--- src/rtl/bus_arbiter_if.sv ---
// Bus bundle between the two core ports, the shared memory port and the arbiter.
interface bus_arbiter_if #(
   parameter int ADDR_W = 8,
   parameter int DATA_W = 32
);

   logic              req0_rd;
   logic              req0_wr;
   logic [ADDR_W-1:0] req0_addr;
   logic [DATA_W-1:0] req0_wdata;
   logic              req0_stall;
   logic              req0_done;
   logic [DATA_W-1:0] req0_rdata;

   logic              req1_rd;
   logic              req1_wr;
   logic [ADDR_W-1:0] req1_addr;
   logic [DATA_W-1:0] req1_wdata;
   logic              req1_stall;
   logic              req1_done;
   logic [DATA_W-1:0] req1_rdata;

   logic              mem_valid;
   logic              mem_we;
   logic [ADDR_W-1:0] mem_addr;
   logic [DATA_W-1:0] mem_wdata;
   logic              mem_ready;
   logic [DATA_W-1:0] mem_rdata;

   logic              grant_id;
   logic              err;

   // Arbiter view: it owns the memory request and the per-core status.
   modport master (
      input  req0_rd, req0_wr, req0_addr, req0_wdata,
      input  req1_rd, req1_wr, req1_addr, req1_wdata,
      input  mem_ready, mem_rdata,
      output req0_stall, req0_done, req0_rdata,
      output req1_stall, req1_done, req1_rdata,
      output mem_valid, mem_we, mem_addr, mem_wdata,
      output grant_id, err
   );

   // Environment view: the cores and the memory that surround the arbiter.
   modport slave (
      output req0_rd, req0_wr, req0_addr, req0_wdata,
      output req1_rd, req1_wr, req1_addr, req1_wdata,
      output mem_ready, mem_rdata,
      input  req0_stall, req0_done, req0_rdata,
      input  req1_stall, req1_done, req1_rdata,
      input  mem_valid, mem_we, mem_addr, mem_wdata,
      input  grant_id, err
   );

endinterface

--- src/rtl/bus_arbiter.sv ---
// Two-port round-robin arbiter sharing one memory bus between two cores,
// one transaction outstanding, with a bounded timeout on hung accesses.
module bus_arbiter #(
   parameter int ADDR_W  = 8,
   parameter int DATA_W  = 32,
   parameter int TIMEOUT = 15
) (
   input logic           CLK,
   input logic           RSTN,
   bus_arbiter_if.master bus
);

   localparam logic [7:0] TIMEOUT_CNT = 8'(TIMEOUT);

   typedef enum logic [1:0] {IDLE, ISSUE, DONE} state_t;

   state_t            state_q, state_d;
   logic              grant_q, grant_d;
   logic              we_q, we_d;
   logic [ADDR_W-1:0] addr_q, addr_d;
   logic [DATA_W-1:0] wdata_q, wdata_d;
   logic [DATA_W-1:0] rdata0_q, rdata0_d;
   logic [DATA_W-1:0] rdata1_q, rdata1_d;
   logic [7:0]        cnt_q, cnt_d;
   logic              timeout_q, timeout_d;

   logic              req0;
   logic              req1;
   logic              winner;

   assign req0 = bus.req0_rd | bus.req0_wr;
   assign req1 = bus.req1_rd | bus.req1_wr;

   // State register: FSM state, registered request copy, per-port read data.
   always_ff @(posedge CLK or negedge RSTN) begin
      if (!RSTN) begin
         state_q   <= IDLE;
         grant_q   <= 1'b1;
         we_q      <= 1'b0;
         addr_q    <= '0;
         wdata_q   <= '0;
         rdata0_q  <= '0;
         rdata1_q  <= '0;
         cnt_q     <= '0;
         timeout_q <= 1'b0;
      end else begin
         state_q   <= state_d;
         grant_q   <= grant_d;
         we_q      <= we_d;
         addr_q    <= addr_d;
         wdata_q   <= wdata_d;
         rdata0_q  <= rdata0_d;
         rdata1_q  <= rdata1_d;
         cnt_q     <= cnt_d;
         timeout_q <= timeout_d;
      end
   end

   // Next state: round-robin grant in IDLE, wait for ready or timeout in ISSUE.
   always_comb begin
      state_d   = state_q;
      grant_d   = grant_q;
      we_d      = we_q;
      addr_d    = addr_q;
      wdata_d   = wdata_q;
      rdata0_d  = rdata0_q;
      rdata1_d  = rdata1_q;
      cnt_d     = cnt_q;
      timeout_d = timeout_q;
      winner    = 1'b0;
      case (state_q)
         IDLE: begin
            if (req0 || req1) begin
               if (req0 && req1) begin
                  winner = ~grant_q;
               end else begin
                  winner = req1;
               end
               grant_d   = winner;
               addr_d    = winner ? bus.req1_addr  : bus.req0_addr;
               wdata_d   = winner ? bus.req1_wdata : bus.req0_wdata;
               we_d      = winner ? bus.req1_wr    : bus.req0_wr;
               cnt_d     = '0;
               timeout_d = 1'b0;
               state_d   = ISSUE;
            end
         end
         ISSUE: begin
            if (bus.mem_ready) begin
               if (grant_q) begin
                  rdata1_d = we_q ? '0 : bus.mem_rdata;
               end else begin
                  rdata0_d = we_q ? '0 : bus.mem_rdata;
               end
               state_d = DONE;
            end else if (cnt_q == TIMEOUT_CNT) begin
               if (grant_q) begin
                  rdata1_d = '0;
               end else begin
                  rdata0_d = '0;
               end
               timeout_d = 1'b1;
               state_d   = DONE;
            end else begin
               cnt_d = cnt_q + 8'd1;
            end
         end
         DONE: begin
            state_d = IDLE;
         end
         default: begin
            state_d = IDLE;
         end
      endcase
   end

   // Outputs: memory request from the registered copy, done/err/stall from state.
   always_comb begin
      bus.mem_valid  = (state_q == ISSUE);
      bus.mem_we     = we_q;
      bus.mem_addr   = addr_q;
      bus.mem_wdata  = wdata_q;
      bus.req0_done  = (state_q == DONE) && !grant_q;
      bus.req1_done  = (state_q == DONE) && grant_q;
      bus.req0_rdata = rdata0_q;
      bus.req1_rdata = rdata1_q;
      bus.req0_stall = req0 && !((state_q == DONE) && !grant_q);
      bus.req1_stall = req1 && !((state_q == DONE) && grant_q);
      bus.grant_id   = grant_q;
      bus.err        = (state_q == DONE) && timeout_q;
   end

endmodule

--- src/flat_wrapper.sv ---
// flat-port wrapper written by rule: the top's interface ports become plain ports
module bus_arbiter_flat 
#(
   parameter int ADDR_W  = 8,
   parameter int DATA_W  = 32,
   parameter int TIMEOUT = 15
)
  (CLK, RSTN, bus_req0_rd, bus_req0_wr, bus_req0_addr, bus_req0_wdata, bus_req1_rd, bus_req1_wr, bus_req1_addr, bus_req1_wdata, bus_mem_ready, bus_mem_rdata, bus_req0_stall, bus_req0_done, bus_req0_rdata, bus_req1_stall, bus_req1_done, bus_req1_rdata, bus_mem_valid, bus_mem_we, bus_mem_addr, bus_mem_wdata, bus_grant_id, bus_err);
  bus_arbiter_if #(.ADDR_W(ADDR_W), .DATA_W(DATA_W)) bus_i ();
  input logic CLK;
  input logic RSTN;
  input wire logic [$bits(bus_i.req0_rd)-1:0] bus_req0_rd;
  input wire logic [$bits(bus_i.req0_wr)-1:0] bus_req0_wr;
  input wire logic [$bits(bus_i.req0_addr)-1:0] bus_req0_addr;
  input wire logic [$bits(bus_i.req0_wdata)-1:0] bus_req0_wdata;
  input wire logic [$bits(bus_i.req1_rd)-1:0] bus_req1_rd;
  input wire logic [$bits(bus_i.req1_wr)-1:0] bus_req1_wr;
  input wire logic [$bits(bus_i.req1_addr)-1:0] bus_req1_addr;
  input wire logic [$bits(bus_i.req1_wdata)-1:0] bus_req1_wdata;
  input wire logic [$bits(bus_i.mem_ready)-1:0] bus_mem_ready;
  input wire logic [$bits(bus_i.mem_rdata)-1:0] bus_mem_rdata;
  output wire logic [$bits(bus_i.req0_stall)-1:0] bus_req0_stall;
  output wire logic [$bits(bus_i.req0_done)-1:0] bus_req0_done;
  output wire logic [$bits(bus_i.req0_rdata)-1:0] bus_req0_rdata;
  output wire logic [$bits(bus_i.req1_stall)-1:0] bus_req1_stall;
  output wire logic [$bits(bus_i.req1_done)-1:0] bus_req1_done;
  output wire logic [$bits(bus_i.req1_rdata)-1:0] bus_req1_rdata;
  output wire logic [$bits(bus_i.mem_valid)-1:0] bus_mem_valid;
  output wire logic [$bits(bus_i.mem_we)-1:0] bus_mem_we;
  output wire logic [$bits(bus_i.mem_addr)-1:0] bus_mem_addr;
  output wire logic [$bits(bus_i.mem_wdata)-1:0] bus_mem_wdata;
  output wire logic [$bits(bus_i.grant_id)-1:0] bus_grant_id;
  output wire logic [$bits(bus_i.err)-1:0] bus_err;
  assign bus_i.req0_rd = bus_req0_rd;
  assign bus_i.req0_wr = bus_req0_wr;
  assign bus_i.req0_addr = bus_req0_addr;
  assign bus_i.req0_wdata = bus_req0_wdata;
  assign bus_i.req1_rd = bus_req1_rd;
  assign bus_i.req1_wr = bus_req1_wr;
  assign bus_i.req1_addr = bus_req1_addr;
  assign bus_i.req1_wdata = bus_req1_wdata;
  assign bus_i.mem_ready = bus_mem_ready;
  assign bus_i.mem_rdata = bus_mem_rdata;
  assign bus_req0_stall = bus_i.req0_stall;
  assign bus_req0_done = bus_i.req0_done;
  assign bus_req0_rdata = bus_i.req0_rdata;
  assign bus_req1_stall = bus_i.req1_stall;
  assign bus_req1_done = bus_i.req1_done;
  assign bus_req1_rdata = bus_i.req1_rdata;
  assign bus_mem_valid = bus_i.mem_valid;
  assign bus_mem_we = bus_i.mem_we;
  assign bus_mem_addr = bus_i.mem_addr;
  assign bus_mem_wdata = bus_i.mem_wdata;
  assign bus_grant_id = bus_i.grant_id;
  assign bus_err = bus_i.err;
  bus_arbiter #(.ADDR_W(ADDR_W), .DATA_W(DATA_W), .TIMEOUT(TIMEOUT)) u_core (.CLK(CLK), .RSTN(RSTN), .bus(bus_i));
endmodule
--- config.mk ---
export PLATFORM = sky130hd
export DESIGN_NAME = bus_arbiter_flat
export DESIGN_NICKNAME = d
export VERILOG_FILES = /design/src/rtl/bus_arbiter_if.sv /design/src/rtl/bus_arbiter.sv /design/src/flat_wrapper.sv
export SDC_FILE = /design/constraint.sdc
export NUM_CORES = 1
export LEC_CHECK = 0
export CAP_MARGIN = 10
export CORE_MARGIN = 3
export CORE_UTILIZATION = 25
export DETAILED_ROUTE_END_ITERATION = 10
export MAX_ROUTING_LAYER = met4
export PLACE_DENSITY = 0.55
export SLEW_MARGIN = 20
export SYNTH_ARGS = -nofsm -noshare
export SYNTH_HDL_FRONTEND = slang
export SYNTH_SLANG_ARGS = --single-unit
export TNS_END_PERCENT = 10
--- constraint.sdc ---
create_clock -name CLK -period 5.3 [get_ports CLK]
set_clock_uncertainty 0.2 [all_clocks]
set_input_delay 1.59 -clock CLK [delete_from_list [all_inputs] [get_ports CLK]]
set_output_delay 1.59 -clock CLK [all_outputs]
set_load 0.02 [all_outputs]
==> flow_summary.yaml, run 1 <==
global_routing:
  grt_pass1_vias: 4479
  grt.overflow.total: 0
  grt_util_all_layers_pct: 15.3
  grt_pass1_wl_mm: 25.2
  antenna_found_initial: 0
  grt_max_degree: 72
timing:
  rsz0062_at_grt: "false"
  fin_crit_ps: 4770
  setup_viol: 0
  slew_viol_final: 0
  tightest_slew_ps: 866
  fin_crit_sh_pct: 90.0
  finalHoldViolCount: 0
  worst_slack_ps: 529
  fin_tns_setup_ps: 0
  maxSlewHeadroom_pct: 42.3
  fmax_mhz: 210
  hold_ws_ps: 279
final_layout:
  layout.cells.non_filler: 903
  multi_input_area_um2: 1830
  regArea_um2: 2930
  nets: 750
  final_area_um2: 8010
  fillers: 1842
  num_antenna_cells: 0
  layout_common_cells: "clkdlybuf4s50_1 (229), dfrtp_1 (116), a32o_1 (64), nand2_1 (47), o21ai_0 (45)"
  fin_util_pct: 42.1
  area_growth_pct: 62.5
  drive_gt1_share_pct: 8.55
  final_common_cell: "clkdlybuf4s50_1"
worst_setup_path:
  crit_path_end_kind: "output port"
  criticalPathCategory: "in -> out"
  cp.required_ps: 3510
  r2r_cells: 5
  worstPathArrival_ps: 2980
  cp-start-kind: "primary input"
  critical_path.max_fanout: 4
  r2r_setup_slack_ps: 2900
clocking:
  cts-root-buf: "clkbuf_16"
  clk_latency_ps: 410
  cts.sinks: 117
  cts_tree: "yes"
  cts_buffer_depth: 2
  cts_max_level: 4
  tritoncts.num_buffers: 17
  postCtsSetupBuffers: 0
  cts_resized: 0
  hold_buffers: 0
  clk_pin_slew_ps: 60
placed_design:
  place_ws_ps: 514
  dp.final_hpwl_mm: 11.1
  placedCellCount: 871
  place_congestion: 0.811
  post_dp_cell_area_um2: 7470
  io_buffers: 230
drt:
  postRouteAntennaNets: 0
  drt_iter0_markers: 175
  num_vias: 4231
  dr.pass1.iters: 4
  viasPerCell: 4.69
  totalWireLength_mm: 15.6
  drc_errors: 0
  wire_per_inst_um: 17.2
pwr:
  vdd_ir_drop_max_v: 0.000251
  p_leak_nw: 3.37
  power_mw: 4.68
  power.density_nw_per_um2: 584
logic_synthesis:
  synth_edf_count: 0
  ys_types: 38
  synthesis.nets: 525
  yosys.area.top_type: "dfrtp_1"
  synthCells: 405
  synthArstFlopShare_pct: 100
  avgSynthCellArea_um2: 12.2
  synth.top_cell.area_share_pct: 58.9
  yosysSeqAreaShare_pct: 59.4
  ys_warn_count: 0
  yosys-top-cells-area: "dfrtp_1 (59%), a32o_1 (13%), mux2i_1 (8.1%)"
  synthFlopType: "dfrtp_1"
  synth_area_um2: 4930
  ys_ff_latch: 117
job:
  cap_violations: 0
run_status:
  status: "complete, no violations"
hold_path:
  hold_path.class: "reg -> reg"
  whs_path_depth: 2
die:
  die_area_um2: 21500
  core_area_um2: 19000
  start_util_pct: 25.9
  fp.dieW_um: 146
  rows: 50
  die_h_um: 146
  pin_count: 231
## layer usage
| layer | GRT usage [%] | routed length (um) |
|---|---|---|
| met5 | - | 0 |
| met1 | 20.2 | 7220 |
| met3 | 6.05 | 1520 |
| met2 | 21.6 | 6640 |
| met4 | 4.80 | 179 |
## synth_stat cells (2+ instances only)
cell type	count
a21o_1	2
a21oi_1	7
a32o_1	64
and2_1	4
and3_1	2
buf_1	4
buf_2	9
buf_6	6
clkbuf_1	15
dfrtp_1	116
inv_1	3
mux2i_1	40
nand2_1	47
nand3_1	3
nor2_1	10
nor2b_1	4
o21a_1	2
o21ai_0	45
o21ai_1	2
o21ai_2	2
## flip-flops by register name (all words and copies together), names as in the netlist
register / count
u_core.state_q: 2
u_core.bus.req1_rdata: 32
u_core.bus.mem_addr: 8
u_core.bus.mem_wdata: 32
u_core.bus.grant_id: 1
u_core.bus.mem_we: 1
u_core.bus.req0_rdata: 32
u_core.timeout_q: 1
u_core.cnt_q: 8
## cells by family after synthesis
| family | synth area share, % |
|---|---|
| adder cells (fa/ha/maj) | 0.254 |
| buffers and inverters | 3.96 |
| multiplexers | 8.35 |
| AND/OR/NAND/NOR | 7.23 |
| AO/OA/AOI/OAI | 20.8 |
| flip-flops | 59.4 |
## cell type report
type / instances / share of cell area [%]
Inverter: 3 / 0.141
Clock buffer: 18 / 5.48
Timing Repair Buffer: 240 / 29.6
Tap cell: 260 / 4.06
Clock inverter: 14 / 1.28
Multi-Input combinational cell: 251 / 22.8
Sequential cell: 117 / 36.6
## path summary, 6_finish.rpt
path	startpoint	endpoint
min reg2reg	u_core.bus.mem_addr[7]	u_core.bus.mem_addr[7]
max reg2reg	u_core.bus.grant_id	u_core.bus.mem_wdata[22]
max	bus_req1_wr	bus_req1_stall
min in group asynchronous	RSTN	u_core.bus.req1_rdata[13]
min	u_core.bus.mem_addr[7]	u_core.bus.mem_addr[7]
max in group asynchronous	RSTN	u_core.bus.grant_id
## worst max-delay path, cell delays in order
cell and delay [ps]:
clkdlybuf4s50_1 570, nor2_1 100, nor2_1 100, clkdlybuf4s50_1 610
## power breakdown
group | leakage [nW] | total [mW] | switching [mW] | internal (mW)
clock network | 0.259 | 1.04 | 0.427 | 0.611
logic | 1.61 | 2.17 | 1.16 | 1.00
registers | 1.49 | 1.48 | 0.220 | 1.26
total | 3.37 | 4.68 | 1.81 | 2.87
Note: power is estimated with default switching activity, not from simulation.
==> run 2, diff against run 1 <==
--- a/config.mk
+++ b/config.mk
@@ -8,6 +8,7 @@
 export CAP_MARGIN = 10
 export CORE_MARGIN = 3
 export CORE_UTILIZATION = 25
+export CTS_BUF_LIST = sky130_fd_sc_hd__clkbuf_4
 export DETAILED_ROUTE_END_ITERATION = 10
 export MAX_ROUTING_LAYER = met4
 export PLACE_DENSITY = 0.55
==> constraint.sdc (replaced) <==
create_clock -name CLK -period 5.91 [get_ports CLK]
set_clock_uncertainty 0.2 [all_clocks]
set_input_delay 1.773 -clock CLK [delete_from_list [all_inputs] [get_ports CLK]]
set_output_delay 1.773 -clock CLK [all_outputs]
set_load 0.02 [all_outputs]
==> run 2 against run 1 <==
Net effect:
- critical path depth unchanged
- first-iteration DRC count grew 14%
- routed wire length shrank 1.2%
- power fell by 16%
- largest cell class unchanged
==> flow_summary.yaml, run 2 (synthesis gave the netlist of run 1 again) <==
run_status:
  status: "complete, no violations"
timing:
  rsz0062_at_grt: "false"
  fmax_mhz: 194
  slew_viol_final: 0
  tightest_slew_ps: 994
  finalHoldViolCount: 0
  fin_crit_ps: 5160
  setup_viol: 0
  fin_crit_sh_pct: 87.3
  maxSlewHeadroom_pct: 33.6
  fin_tns_setup_ps: 0
clocking:
  cts_max_level: 4
  tritoncts.num_buffers: 17
  clk_pin_slew_ps: 120
  hold_buffers: 0
  clk_latency_ps: 520
  cts-root-buf: "clkbuf_4"
  cts_buffer_depth: 2
  cts.sinks: 117
  postCtsSetupBuffers: 0
  cts_resized: 0
  cts_tree: "yes"
worst_setup_path:
  cp.required_ps: 3940
  cp-start-kind: "primary input"
  critical_path.max_fanout: 4
  criticalPathCategory: "in -> out"
  worstPathArrival_ps: 3180
  crit_path_end_kind: "output port"
final_layout:
  multi_input_area_um2: 1830
  final_common_cell: "clkdlybuf4s50_1"
  nets: 749
  layout_common_cells: "clkdlybuf4s50_1 (229), dfrtp_1 (116), a32o_1 (64), nand2_1 (47), o21ai_0 (45)"
  final_area_um2: 7800
  fin_util_pct: 41.0
  fillers: 1872
  drive_gt1_share_pct: 8.10
  area_growth_pct: 58.1
  regArea_um2: 2930
pwr:
  vdd_ir_drop_max_v: 0.000273
  p_int_mw: 2.36
  p_leak_nw: 3.27
  pwr-share-comb_pct: 49.3
  clockPowerShare_pct: 17.1
  power.switching_mw: 1.57
  power.density_nw_per_um2: 504
  pwr-share-seq_pct: 33.6
  swShare_pct: 39.9
placed_design:
  io_buffers: 230
  place_congestion: 0.790
  post_dp_cell_area_um2: 7460
  dp.final_hpwl_mm: 11.0
drt:
  totalWireLength_mm: 15.4
  viasPerCell: 4.71
  drc_errors: 0
  num_vias: 4251
  wl_met3_mm: 1.40
  met1Wirelength_mm: 7.32
  top_layer: "met4"
  dr_wl_met2_mm: 6.47
  postRouteAntennaNets: 0
  wire_per_inst_um: 17.0
  drt_iter0_markers: 200
  dr.pass1.iters: 4
die:
  die_h_um: 146
  core_area_um2: 19000
  start_util_pct: 25.9
  rows: 50
  die_area_um2: 21500
  pin_count: 231
  fp.dieW_um: 146
global_routing:
  grt_max_degree: 58
  grt_pass1_wl_mm: 24.3
  antenna_found_initial: 1
  grt_util_all_layers_pct: 14.7
  grt_pass1_vias: 4426
  grt.overflow.total: 0
job:
  cap_violations: 0
hold_path:
  hold_path.class: "reg -> reg"
[run 2: cell types whose count changed in the layout (fill, tap and decap cells not counted)]
cell,change
buf_4,-1
diode_2,+1
clkinv_1,+2
clkinv_4,-1
clkinvlp_4,-1
clkbuf_16,-17
clkbuf_4,+17
clkinv_2,-4
clkbuf_8,-1
bufinv_16,+4
inv_6,+1
[run 2: path summary, 6_finish.rpt]
path	startpoint	to	slack (ps)	cells after the start
worst min register to register	u_core.bus.mem_wdata[25]	u_core.bus.mem_wdata[25]	290	2
worst max-delay path	bus_req1_wr	bus_req1_stall	750	4
max in group asynchronous	RSTN	u_core.bus.mem_wdata[27]	3720	2
worst max register to register	u_core.state_q[1]	u_core.bus.req1_rdata[25]	3590	7
min in group asynchronous	RSTN	u_core.bus.req1_rdata[14]	850	1
worst min-delay path	u_core.bus.mem_wdata[25]	u_core.bus.mem_wdata[25]	290	2
[run 2: power groups by stage]
stage               clock network [mW]  logic [mW]  registers, mW
global placement                     0        1.94           1.32
finish                           0.671        1.94           1.32
CTS                              0.701        1.97           1.32
floorplan                            0       0.677           1.67
global route                     0.731        2.09           1.36
detailed placement                   0        1.97           1.33
[run 2: area by class of cell]
| type | instances | area share [%] |
|---|---|---|
| well taps | 260 | 4.17 |
| diodes | 1 | 0.0321 |
| clock inverters | 15 | 2.60 |
| inverters | 3 | 0.144 |
| multi-input cells | 251 | 23.5 |
| repair buffers | 239 | 30.4 |
| clock buffers | 17 | 1.64 |
| flip-flops and latches | 117 | 37.6 |
[run 2: stage by stage]
step | power [mW] | instances | worst slack, ps | hold WS (ps)
after floorplan | 2.35 | 405 | 1850 | 304
after global placement | 3.26 | 870 | 768 | 263
after detailed placement | 3.30 | 870 | 758 | 269
after CTS | 3.99 | 902 | 747 | 297
after global routing | 4.18 | 903 | 674 | 317
final | 3.93 | 903 | 753 | 292
[run 2: critical path: stages]
cell,delay [ps]
clkdlybuf4s50_1,580
nor2_1,110
nor2_1,100
clkdlybuf4s50_1,620
[run 2: routing by layer]
metal	vias up	global-route usage, %
met2	221	20.6
met4	0	4.99
met5	-	-
met3	12	5.12
li1	1981	-
met1	2037	19.7
==> run 3, diff against run 2 <==
--- a/config.mk
+++ b/config.mk
@@ -12,7 +12,7 @@
 export DETAILED_ROUTE_END_ITERATION = 10
 export MAX_ROUTING_LAYER = met4
 export PLACE_DENSITY = 0.55
-export SLEW_MARGIN = 20
+export SLEW_MARGIN = 40
 export SYNTH_ARGS = -nofsm -noshare
 export SYNTH_HDL_FRONTEND = slang
 export SYNTH_SLANG_ARGS = --single-unit
==> run 3 against run 2 <==
Net effect:
- power fell by 0.75%
- sequential cell count did not move
- worst hold slack got worse by 2.7 ps
- non-clock buffer count rose by 1
- critical path type unchanged
- largest power group unchanged
==> flow_summary.yaml, run 3 (synthesis gave the netlist of run 1 again) <==
worst_setup_path:
  r2r_end: "u_core.bus.req1_rdata[25]"
  crit_slowest_cell: "clkdlybuf4s50_1"
  critPathCapture: "bus_req1_stall"
  critPathTopFamily: "buffers and inverters"
  critical_path.max_fanout: 4
  path_buf_inv: 2
  cp.required_ps: 3940
  cp-start-kind: "primary input"
  crit_cells: 4
  worstPathArrival_ps: 3160
  critical_path.cell_chain: "clkdlybuf4s50_1 -> nor2_1 -> nor2_1 -> clkdlybuf4s50_1"
  crit_path_end_kind: "output port"
  r2r_cells: 7
  reg2reg_from: "u_core.state_q[1]"
  r2r_setup_slack_ps: 3580
  critPathMaxStageDelay_ps: 620
  crit_path_start: "bus_req1_wr"
  criticalPathCategory: "in -> out"
pwr:
  p_int_mw: 2.32
  swShare_pct: 40.5
  p_leak_nw: 3.26
  power.switching_mw: 1.58
  pwr-share-seq_pct: 33.9
  power.density_nw_per_um2: 501
  pwr-share-comb_pct: 50.0
  vdd_ir_drop_max_v: 0.000213
  clockPowerShare_pct: 16.2
global_routing:
  grt_max_degree: 58
  grt_pass1_vias: 4531
  grt_util_all_layers_pct: 14.8
  grt_pass1_wl_mm: 24.6
  grt.overflow.total: 0
  antenna_found_initial: 1
die:
  pin_count: 231
  core_area_um2: 19000
  fp.dieW_um: 146
  die_area_um2: 21500
  die_h_um: 146
  start_util_pct: 25.9
  rows: 50
timing:
  finalHoldViolCount: 0
  rsz0062_at_grt: "false"
  slew_viol_final: 0
  tightest_slew_ps: 741
  maxSlewHeadroom_pct: 50.6
  fin_crit_sh_pct: 86.8
  fin_tns_setup_ps: 0
  fin_crit_ps: 5130
  setup_viol: 0
  fmax_mhz: 195
final_layout:
  area_growth_pct: 57.9
  drive_gt1_share_pct: 8.40
  fin_util_pct: 41.0
  layout_common_cells: "clkdlybuf4s50_1 (229), dfrtp_1 (116), a32o_1 (64), nand2_1 (47), o21ai_0 (45)"
  multi_input_area_um2: 1830
  final_common_cell: "clkdlybuf4s50_1"
  nets: 750
  regArea_um2: 2930
  fillers: 1861
placed_design:
  dp.final_hpwl_mm: 11.1
  place_congestion: 0.790
  io_buffers: 230
drt:
  dr.pass1.iters: 4
  drc_errors: 0
  num_vias: 4272
  totalWireLength_mm: 15.5
  viasPerCell: 4.73
  drt_iter0_markers: 228
  postRouteAntennaNets: 0
  wire_per_inst_um: 17.1
clocking:
  cts-root-buf: "clkbuf_4"
  cts_buffer_depth: 2
  cts.sinks: 117
  cts_max_level: 4
  hold_buffers: 0
  clk_latency_ps: 520
  cts_tree: "yes"
  cts_resized: 0
  postCtsSetupBuffers: 0
  tritoncts.num_buffers: 17
  clk_pin_slew_ps: 100
run_status:
  status: "complete, no violations"
job:
  cap_violations: 0
hold_path:
  hold_path.class: "reg -> reg"
==> run 3: cell types whose count changed in the layout (fill, tap and decap cells not counted), sizes merged <==
cell      change
clkinvlp      +1
clkinv        +2
buf           +1
bufinv        -1
inv           -2
==> run 3: routing by layer <==
layer  part of all wire (%)  up-vias  track usage, %  routed length (um)
met5                      0        -               -                   0
met2                     43      243            20.9                6660
met3                    9.3        8            5.62                1440
met1                     47     2046            19.8                7230
li1                       -     1975               -                   -
met4                   0.89        0            4.52                 138
==> run 3: tightest hold or removal path, cell delays in order (launching register included) <==
cell,delay [ps]
dfrtp_1,350
nand2_1,40
o21ai_0,60
==> run 3: area by class of cell <==
class                   count  share of cell area (%)
diodes                      1                  0.0321
clock buffers              17                    1.64
clock inverters            15                    2.33
inverters                   3                   0.145
multi-input cells         251                    23.5
flip-flops and latches    117                    37.6
well taps                 260                    4.18
repair buffers            240                    30.6
==> run 3: worst min path at each step <==
stage | start | end | slack [ps] | cells past startpoint
CTS | u_core.bus.mem_wdata[19] | u_core.bus.mem_wdata[19] | 300 | 2
floorplan | u_core.cnt_q[6] | u_core.cnt_q[6] | 300 | 1
global placement | u_core.bus.mem_wdata[8] | u_core.bus.mem_wdata[8] | 260 | 2
detailed placement | u_core.bus.mem_wdata[29] | u_core.bus.mem_wdata[29] | 270 | 2
global route | u_core.bus.req1_rdata[3] | u_core.bus.req1_rdata[3] | 320 | 1
finish | u_core.bus.mem_wdata[19] | u_core.bus.mem_wdata[19] | 290 | 2
==> run 3: power by group through the flow <==
| stage | clock network, mW | registers [mW] | logic (mW) |
|---|---|---|---|
| after global placement | 0 | 1.32 | 1.94 |
| after CTS | 0.660 | 1.32 | 1.98 |
| final | 0.630 | 1.32 | 1.95 |
| after detailed placement | 0 | 1.34 | 1.97 |
| after global routing | 0.692 | 1.36 | 2.10 |
| after floorplan | 0 | 1.67 | 0.677 |
==> run 3: stage by stage <==
step	worst slack [ps]	power, mW	hold slack (ps)	cells	area, um^2
CTS	766	3.96	296	903	7790
finish	778	3.90	289	904	7790
global placement	768	3.26	263	870	7460
detailed placement	764	3.31	269	871	7480
global route	737	4.16	319	904	7790
floorplan	1850	2.35	304	405	4930
